<file path="src/rtl/memory_system_if.sv">
// memory_system_if -- CPU-side bus of the 8-bit memory subsystem.
//   address  : 8-bit memory/port address
//   data_in  : write data
//   write    : write enable, acts on the rising edge
//   data_out : registered read data, one clock after the address
// slave modport is used by memory_system; master by the CPU (or a bench).
interface memory_system_if;
  logic [7:0] address;
  logic [7:0] data_in;
  logic       write;
  logic [7:0] data_out;

  modport slave  (input  address, data_in, write, output data_out);
  modport master (output address, data_in, write, input  data_out);
endinterface

</file>
<file path="src/rtl/memory_system.sv">
// memory_system -- unified 8-bit memory: ROM, RAM, output and input ports.
//   clk            : system clock, all state on rising edge
//   reset          : synchronous, active-high; clears data_out, RAM, out ports
//   bus            : memory_system_if.slave (address, data_in, write, data_out)
//   port_in_00..15 : external inputs, read at 0xF0..0xFF
//   port_out_00..15: registered outputs, written/read at 0xE0..0xEF
// Map: 0x00-0x7F ROM, 0x80-0xDF RAM (96 x 8), 0xE0-0xEF out, 0xF0-0xFF in.
module memory_system (
  input  logic                  clk,
  input  logic                  reset,
  memory_system_if.slave        bus,
  input  logic [7:0]            port_in_00, port_in_01, port_in_02, port_in_03,
  input  logic [7:0]            port_in_04, port_in_05, port_in_06, port_in_07,
  input  logic [7:0]            port_in_08, port_in_09, port_in_10, port_in_11,
  input  logic [7:0]            port_in_12, port_in_13, port_in_14, port_in_15,
  output logic [7:0]            port_out_00, port_out_01, port_out_02, port_out_03,
  output logic [7:0]            port_out_04, port_out_05, port_out_06, port_out_07,
  output logic [7:0]            port_out_08, port_out_09, port_out_10, port_out_11,
  output logic [7:0]            port_out_12, port_out_13, port_out_14, port_out_15
);
  localparam int RAM_DEPTH = 96;

  logic [15:0][7:0] port_in_w;
  logic [15:0][7:0] port_out_q;
  logic [7:0]       ram_q [RAM_DEPTH];
  logic [7:0]       data_out_q, data_out_d;
  logic [7:0]       rom_data;
  logic             is_rom, is_ram, is_out;

  assign port_in_w = {port_in_15, port_in_14, port_in_13, port_in_12,
                      port_in_11, port_in_10, port_in_09, port_in_08,
                      port_in_07, port_in_06, port_in_05, port_in_04,
                      port_in_03, port_in_02, port_in_01, port_in_00};

  assign {port_out_15, port_out_14, port_out_13, port_out_12,
          port_out_11, port_out_10, port_out_09, port_out_08,
          port_out_07, port_out_06, port_out_05, port_out_04,
          port_out_03, port_out_02, port_out_01, port_out_00} = port_out_q;

  assign bus.data_out = data_out_q;

  // Region decode; the remaining region (0xF0-0xFF) is the input ports.
  assign is_rom = ~bus.address[7];
  assign is_ram = bus.address[7] & (bus.address[6:5] != 2'b11);
  assign is_out = bus.address[7:4] == 4'hE;

  always_comb begin
    rom_data = 8'h00;
    case (bus.address[6:0])
      7'h00:   rom_data = 8'h86;
      7'h01:   rom_data = 8'hAA;
      7'h02:   rom_data = 8'h96;
      7'h03:   rom_data = 8'hE0;
      7'h04:   rom_data = 8'h20;
      default: rom_data = 8'h00;
    endcase
  end

  // Read mux sees pre-write contents, giving read-first behaviour on writes.
  // RAM index is address-0x80, i.e. the low 7 address bits (0..95).
  always_comb begin
    data_out_d = port_in_w[bus.address[3:0]];
    if (is_rom)      data_out_d = rom_data;
    else if (is_ram) data_out_d = ram_q[bus.address[6:0]];
    else if (is_out) data_out_d = port_out_q[bus.address[3:0]];
  end

  always_ff @(posedge clk) begin
    if (reset) begin
      data_out_q <= 8'h00;
      port_out_q <= '0;
      for (int i = 0; i < RAM_DEPTH; i++) ram_q[i] <= 8'h00;
    end else begin
      data_out_q <= data_out_d;
      if (bus.write && is_ram) ram_q[bus.address[6:0]]       <= bus.data_in;
      if (bus.write && is_out) port_out_q[bus.address[3:0]] <= bus.data_in;
    end
  end
endmodule

</file>
<file path="src/flat_wrapper.sv">
// flat-port wrapper written by rule: the top's interface ports become plain ports
module memory_system_flat 
  (clk, reset, port_in_00, port_in_01, port_in_02, port_in_03, port_in_04, port_in_05, port_in_06, port_in_07, port_in_08, port_in_09, port_in_10, port_in_11, port_in_12, port_in_13, port_in_14, port_in_15, port_out_00, port_out_01, port_out_02, port_out_03, port_out_04, port_out_05, port_out_06, port_out_07, port_out_08, port_out_09, port_out_10, port_out_11, port_out_12, port_out_13, port_out_14, port_out_15, bus_address, bus_data_in, bus_write, bus_data_out);
  memory_system_if bus_i ();
  input  logic clk;
  input  logic reset;
  input  logic [7:0] port_in_00;
  input  logic [7:0] port_in_01;
  input  logic [7:0] port_in_02;
  input  logic [7:0] port_in_03;
  input  logic [7:0] port_in_04;
  input  logic [7:0] port_in_05;
  input  logic [7:0] port_in_06;
  input  logic [7:0] port_in_07;
  input  logic [7:0] port_in_08;
  input  logic [7:0] port_in_09;
  input  logic [7:0] port_in_10;
  input  logic [7:0] port_in_11;
  input  logic [7:0] port_in_12;
  input  logic [7:0] port_in_13;
  input  logic [7:0] port_in_14;
  input  logic [7:0] port_in_15;
  output logic [7:0] port_out_00;
  output logic [7:0] port_out_01;
  output logic [7:0] port_out_02;
  output logic [7:0] port_out_03;
  output logic [7:0] port_out_04;
  output logic [7:0] port_out_05;
  output logic [7:0] port_out_06;
  output logic [7:0] port_out_07;
  output logic [7:0] port_out_08;
  output logic [7:0] port_out_09;
  output logic [7:0] port_out_10;
  output logic [7:0] port_out_11;
  output logic [7:0] port_out_12;
  output logic [7:0] port_out_13;
  output logic [7:0] port_out_14;
  output logic [7:0] port_out_15;
  input wire logic [$bits(bus_i.address)-1:0] bus_address;
  input wire logic [$bits(bus_i.data_in)-1:0] bus_data_in;
  input wire logic [$bits(bus_i.write)-1:0] bus_write;
  output wire logic [$bits(bus_i.data_out)-1:0] bus_data_out;
  assign bus_i.address = bus_address;
  assign bus_i.data_in = bus_data_in;
  assign bus_i.write = bus_write;
  assign bus_data_out = bus_i.data_out;
  memory_system u_core (.clk(clk), .reset(reset), .bus(bus_i), .port_in_00(port_in_00), .port_in_01(port_in_01), .port_in_02(port_in_02), .port_in_03(port_in_03), .port_in_04(port_in_04), .port_in_05(port_in_05), .port_in_06(port_in_06), .port_in_07(port_in_07), .port_in_08(port_in_08), .port_in_09(port_in_09), .port_in_10(port_in_10), .port_in_11(port_in_11), .port_in_12(port_in_12), .port_in_13(port_in_13), .port_in_14(port_in_14), .port_in_15(port_in_15), .port_out_00(port_out_00), .port_out_01(port_out_01), .port_out_02(port_out_02), .port_out_03(port_out_03), .port_out_04(port_out_04), .port_out_05(port_out_05), .port_out_06(port_out_06), .port_out_07(port_out_07), .port_out_08(port_out_08), .port_out_09(port_out_09), .port_out_10(port_out_10), .port_out_11(port_out_11), .port_out_12(port_out_12), .port_out_13(port_out_13), .port_out_14(port_out_14), .port_out_15(port_out_15));
endmodule
</file>
<file path="config.mk">
export PLATFORM = sky130hd
export DESIGN_NAME = memory_system_flat
export DESIGN_NICKNAME = d
export VERILOG_FILES = /design/src/rtl/memory_system_if.sv /design/src/rtl/memory_system.sv /design/src/flat_wrapper.sv
export SDC_FILE = /design/constraint.sdc
export NUM_CORES = 2
export LEC_CHECK = 0
export CORE_ASPECT_RATIO = 0.75
export CORE_MARGIN = 2
export CORE_UTILIZATION = 63
export DETAILED_ROUTE_END_ITERATION = 8
export GPL_ROUTABILITY_DRIVEN = 0
export PLACE_DENSITY = 0.81
export SYNTH_ARGS = -nofsm -noshare
export SYNTH_HDL_FRONTEND = slang
export SYNTH_SLANG_ARGS = --single-unit
</file>
<file path="constraint.sdc">
create_clock -name clk -period 5.4 [get_ports clk]
set_input_delay 0.81 -clock clk [delete_from_list [all_inputs] [get_ports clk]]
set_output_delay 0.81 -clock clk [all_outputs]
set_load 0.05 [all_outputs]
</file>
# Word-level counts from Yosys, hierarchy flattened
# Memories as Yosys holds them, arrays and structs flattened.
# Cells that the tools add are included.
# totals
ff_bits,136
n_memories,1
wordCells,51
out_inout_bits,136
ram_bits,768
# classes
mux,19
magnitude_cmp,2
eq_ne,6
n_reduce_logical,5
n_bitwise,1
# memory_table
name,words,word_bits,read_ports,rd_ports_with_merged_regs,write_ports,line_no,text
u_core.ram_q,96,8,1,0,96,memory_system.sv:25,logic [7:0] ram_q [RAM_DEPTH];
# ops
operator,count
$bwmux 128,1
$bmux 8 s4,2
$mux 8,7
$pmux 8 s5,1
$demux 8 s4,1
$eq 7x2->1 const B,2
$reduce_or 8->1,1
$eq 7x1->1 const B,1
$eq 7x3->1 const B,1
$logic_not 7->1,1
$mux 7,1
$mux 1,6
$lt 4x5->1 const B,1
$eq 4x4->1 const B,1
$ge 4x1->1 const B,1
$logic_and 1x1->1,3
$ne 2x2->1 const B,1
$and 1x1->1,1

# Depth between registers and ports, before layout
# logic_depth
word_depth,8
depth_mapped,12
mapped_depth_nobuf,6

# Worst setup path after synthesis
# OpenSTA, ideal clock, no wires.
# synth_path
path_kind,input to register
start,input port bus_address[0]
end,"memory u_core.ram_q[50][0], enable pin"
stages,9
required_ps,5129
arrival_time_ps,2479
path_buffers,5
path_slack_ps,2650
setup_time_ps,271
cell_sequence,buf_6 -> buf_6 -> buf_4 -> buf_6 -> clkinv_1 -> nand3_1 -> buf_2 -> nor2_1 -> or2_2
# synth_rtl
item,line_no,text
from (decl),flat_wrapper.sv:39,input wire logic [$bits(bus_i.address)-1:0] bus_address;
to (decl),memory_system.sv:25,

==> impl_metrics.py <==
metrics = {
    "status": {
        "status": "complete, but fails checks",
        "violations": "max-capacitance violations, max-slew violations",
    },
    "route": {
        "drt-total-wl_mm": 132,
        "ant_nets": 0,
        "drt-initial-drc-count": 4903,
        "via_per_inst": 6.87,
        "first_pass_iters": 8,
        "routedWlPerCell_microns": 31.2,
        "drc": 0,
        "num_vias": 29129,
    },
    "hold_path": {
        "hp-class": "register to register",
        "min_from": "u_core.port_out_01[3]$_SDFFE_PP0P_",
        "min_path_cells": 2,
        "holdPathEnd": "u_core.port_out_01[3]$_SDFFE_PP0P_",
    },
    "synthesis": {
        "synth_cell_types": 65,
        "synth_top_cell_area_share_pct": 53.9,
        "ys_seq_area_share_pct": 60.2,
        "ys_ff_latch": 904,
        "avgSynthCellArea_sq_um": 13.8,
        "yosysMostFrequentCell": "and2_1",
        "synthFlopType": "edfxtp_1",
        "synth.net_count": 3243,
        "ys_warn_count": 0,
        "synth_edf_count": 768,
        "asyncSetResetFlopFracSynth_pct": 0,
        "synth_top_cell_by_area": "edfxtp_1",
        "syn-cell-area_sq_um": 42800,
        "synth_area_leaders": "edfxtp_1 54%, mux4_2 12%, and2_1 11%",
        "synth_common_cells": "771 x and2_1, 768 x edfxtp_1, 220 x mux4_2, 195 x nor2_1, 154 x clkbuf_1",
        "synthCells": 3096,
    },
    "placed_design": {
        "buffer_ports.inserted": 282,
        "dp.cells": 4076,
        "dpl.hpwl_mm": 86.7,
    },
    "final_layout": {
        "layoutNonFillerInstCount": 4238,
        "largest-register": "u_core.ram_q",
        "fillCellCount": 4160,
        "drive_gt1_share_pct": 16.2,
        "largest_register_ffs": 768,
        "final_nets": 3429,
        "syn2layout_area_growth_pct": 14.1,
    },
    "timing": {
        "worst_pin_slew_ps": 1510,
        "rsz0062_at_grt": "false",
        "drv_slew": 13,
        "tns_ps": 0,
        "hold_viol_final": 0,
        "final-setup-viol-count": 0,
        "max-slew-margin-rel_pct": -0.642,
        "fin_skew_ps": 33.3,
        "finalCritPeriodShare_pct": 66.9,
        "max_freq_mhz": 277,
        "fin_crit_ps": 3610,
    },
    "critical_path": {
        "slowest_delay_ps": 920,
        "cpLargestDelayFamily": "simple AND/OR/NAND/NOR gates",
        "start_kind": "input pin",
        "cp_max_fo": 56,
        "slowest_stage": "nor2b_1",
        "worst-setup-path-type": "input pin to register",
        "crit_arrival_ps": 3960,
        "path_cells": "buf_6, nor2b_1, nand2_1, buf_4, nor2_1, or2_2",
        "r2r_setup_slack_ps": 2920,
        "reg2reg_depth": 5,
        "cp_num_buf_inv": 2,
        "rr_endpoint": "u_core.bus.data_out[3]$_SDFF_PP0_",
        "crit_path_end_kind": "register",
        "r2r-start": "u_core.port_out_02[3]$_SDFFE_PP0P_",
        "required_ps": 5750,
    },
    "power_and_ir_drop": {
        "power_frac_comb_pct": 8.5,
        "peakVddDrop_uv": 249,
        "power.internal_w": 0.0120,
        "clock_power_share_pct": 40.6,
        "p_switching_w": 0.00371,
        "p_leak_nw": 17.3,
        "p_seq_share_pct": 50.9,
        "netSwitchingFraction_pct": 23.6,
        "powerDensity_nw_per_um2": 321,
        "power.total_w": 0.0157,
    },
    "clock_network": {
        "tritoncts": "yes",
        "cts.repair.resized": 0,
        "cts_buffer_depth": 3,
        "numCtsBuffers": 86,
        "clockRootBuffer": "clkbuf_16",
        "hold_buffers": 0,
        "clock_sinks": 904,
        "clkTransAtPathRegs_ps": 60,
        "clock_latency_ps": 660,
        "cts_max_level": 3,
        "post-cts-setup-buffers": 0,
    },
    "die": {
        "dieHeight_microns": 230,
        "core_sq_um": 67000,
        "die_w_microns": 305,
        "num_rows": 82,
        "die_area_sq_um": 70100,
        "initial_core_util_pct": 63.9,
        "io_pins": 283,
    },
    "global_routing": {
        "grt_first_pass_wirelength_mm": 192,
        "grt_pass1_vias": 28049,
        "grt_antenna_before_repair": 7,
        "overflow": 0,
        "grtUsageTotal_pct": 37.8,
        "grt_max_degree": 107,
    },
    "run": {
        "cap_violations": 1,
    },
}
==> layout by cell type, fill, tap and decap left out, types with 10 or more instances in the layout <==
master,netlist,layout
and2_1,771,771
edfxtp_1,768,768
clkdlybuf4s50_1,0,268
mux4_2,220,220
nor2_1,195,194
mux2i_1,147,147
nand2_1,138,138
dfxtp_1,136,136
or2_2,100,100
clkbuf_16,0,90
a21oi_1,78,78
o21ai_0,72,72
buf_4,14,63
a22oi_1,24,24
o221ai_1,21,21
o22ai_1,20,20
clkinv_1,1,18
nand3_1,18,18
clkinv_2,0,14
a211oi_1,12,12
bufinv_16,0,12
mux4_1,11,11
a221oi_1,10,10
clkbuf_1,154,10
clkinvlp_4,0,10
==> worst reg2reg max path, delay by kind of cell, from the launching register on <==
family / cells / cell delay (ps)
compound gates: 3 / 1480
flops: 1 / 410
mux: 2 / 520
==> power by group through the flow <==
| stage | sequential (W) | clock, W | combinational (W) |
|---|---|---|---|
| 2_1_floorplan | 0.00806 | 0 | 0.000777 |
| 3_3_place_gp | 0.00811 | 0 | 0.00126 |
| 3_5_place_dp | 0.00812 | 0 | 0.00128 |
| 4_1_cts | 0.00798 | 0.00634 | 0.00129 |
| 5_1_grt | 0.00800 | 0.00661 | 0.00136 |
| 6_report | 0.00799 | 0.00637 | 0.00133 |
==> layer usage <==
metal | vias to the layer above | part of all wire (%) | track usage [%]
met2 | 2659 | 43 | 54.7
met4 | 8 | 4.5 | 14.2
li1 | 11748 | - | -
met3 | 397 | 17 | 12.7
met1 | 14317 | 35 | 53.7
met5 | - | 0.039 | 0
==> cell families after synthesis <==
| logic type | after synthesis | synth area share, % |
|---|---|---|
| mux | 385 | 15.9 |
| buf+inv | 250 | 3.10 |
| flops | 904 | 60.2 |
| simple gates | 1270 | 16.6 |
| compound gates | 287 | 4.25 |
==> worst max path at each step <==
stage,from,end,slack [ps],depth (start not counted)
floorplan,bus_address[0],u_core.ram_q[50][0]$_SDFFCE_PN0P_,2650,9
global placement,bus_address[1],u_core.ram_q[92][4]$_SDFFCE_PN0P_,1330,6
detailed placement,bus_write,u_core.ram_q[7][3]$_SDFFCE_PN0P_,1290,6
CTS,bus_write,u_core.ram_q[7][2]$_SDFFCE_PN0P_,1990,6
global route,bus_address[1],u_core.ram_q[12][2]$_SDFFCE_PN0P_,1800,6
finish,bus_address[1],u_core.ram_q[12][7]$_SDFFCE_PN0P_,1790,6
==> metrics by stage <==
stage                     hold WS (ps)  setup slack [ps]  utilization [%]  area [sq um]
after floorplan                    717              2650                -         42800
after global placement             473              1330             68.5         45900
after detailed placement           491              1290             68.5         45900
after CTS                          500              1990             72.9         48900
after global routing               511              1800             72.9         48900
final                              504              1790             72.9         48900
==> layout make-up <==
cell class              count  area, sq um  share of cell area, %
repair buffers            341         3290                   6.74
multi-input cells        1942        15700                   32.2
well taps                 882         1100                   2.26
clock inverters            61          643                   1.32
clock buffers             100         2290                   4.69
flip-flops and latches    904        25800                   52.8
diodes                      1         2.50                0.00512
inverters                   7         26.3                 0.0538
No activity file was read; power rests on OpenSTA's default activity.
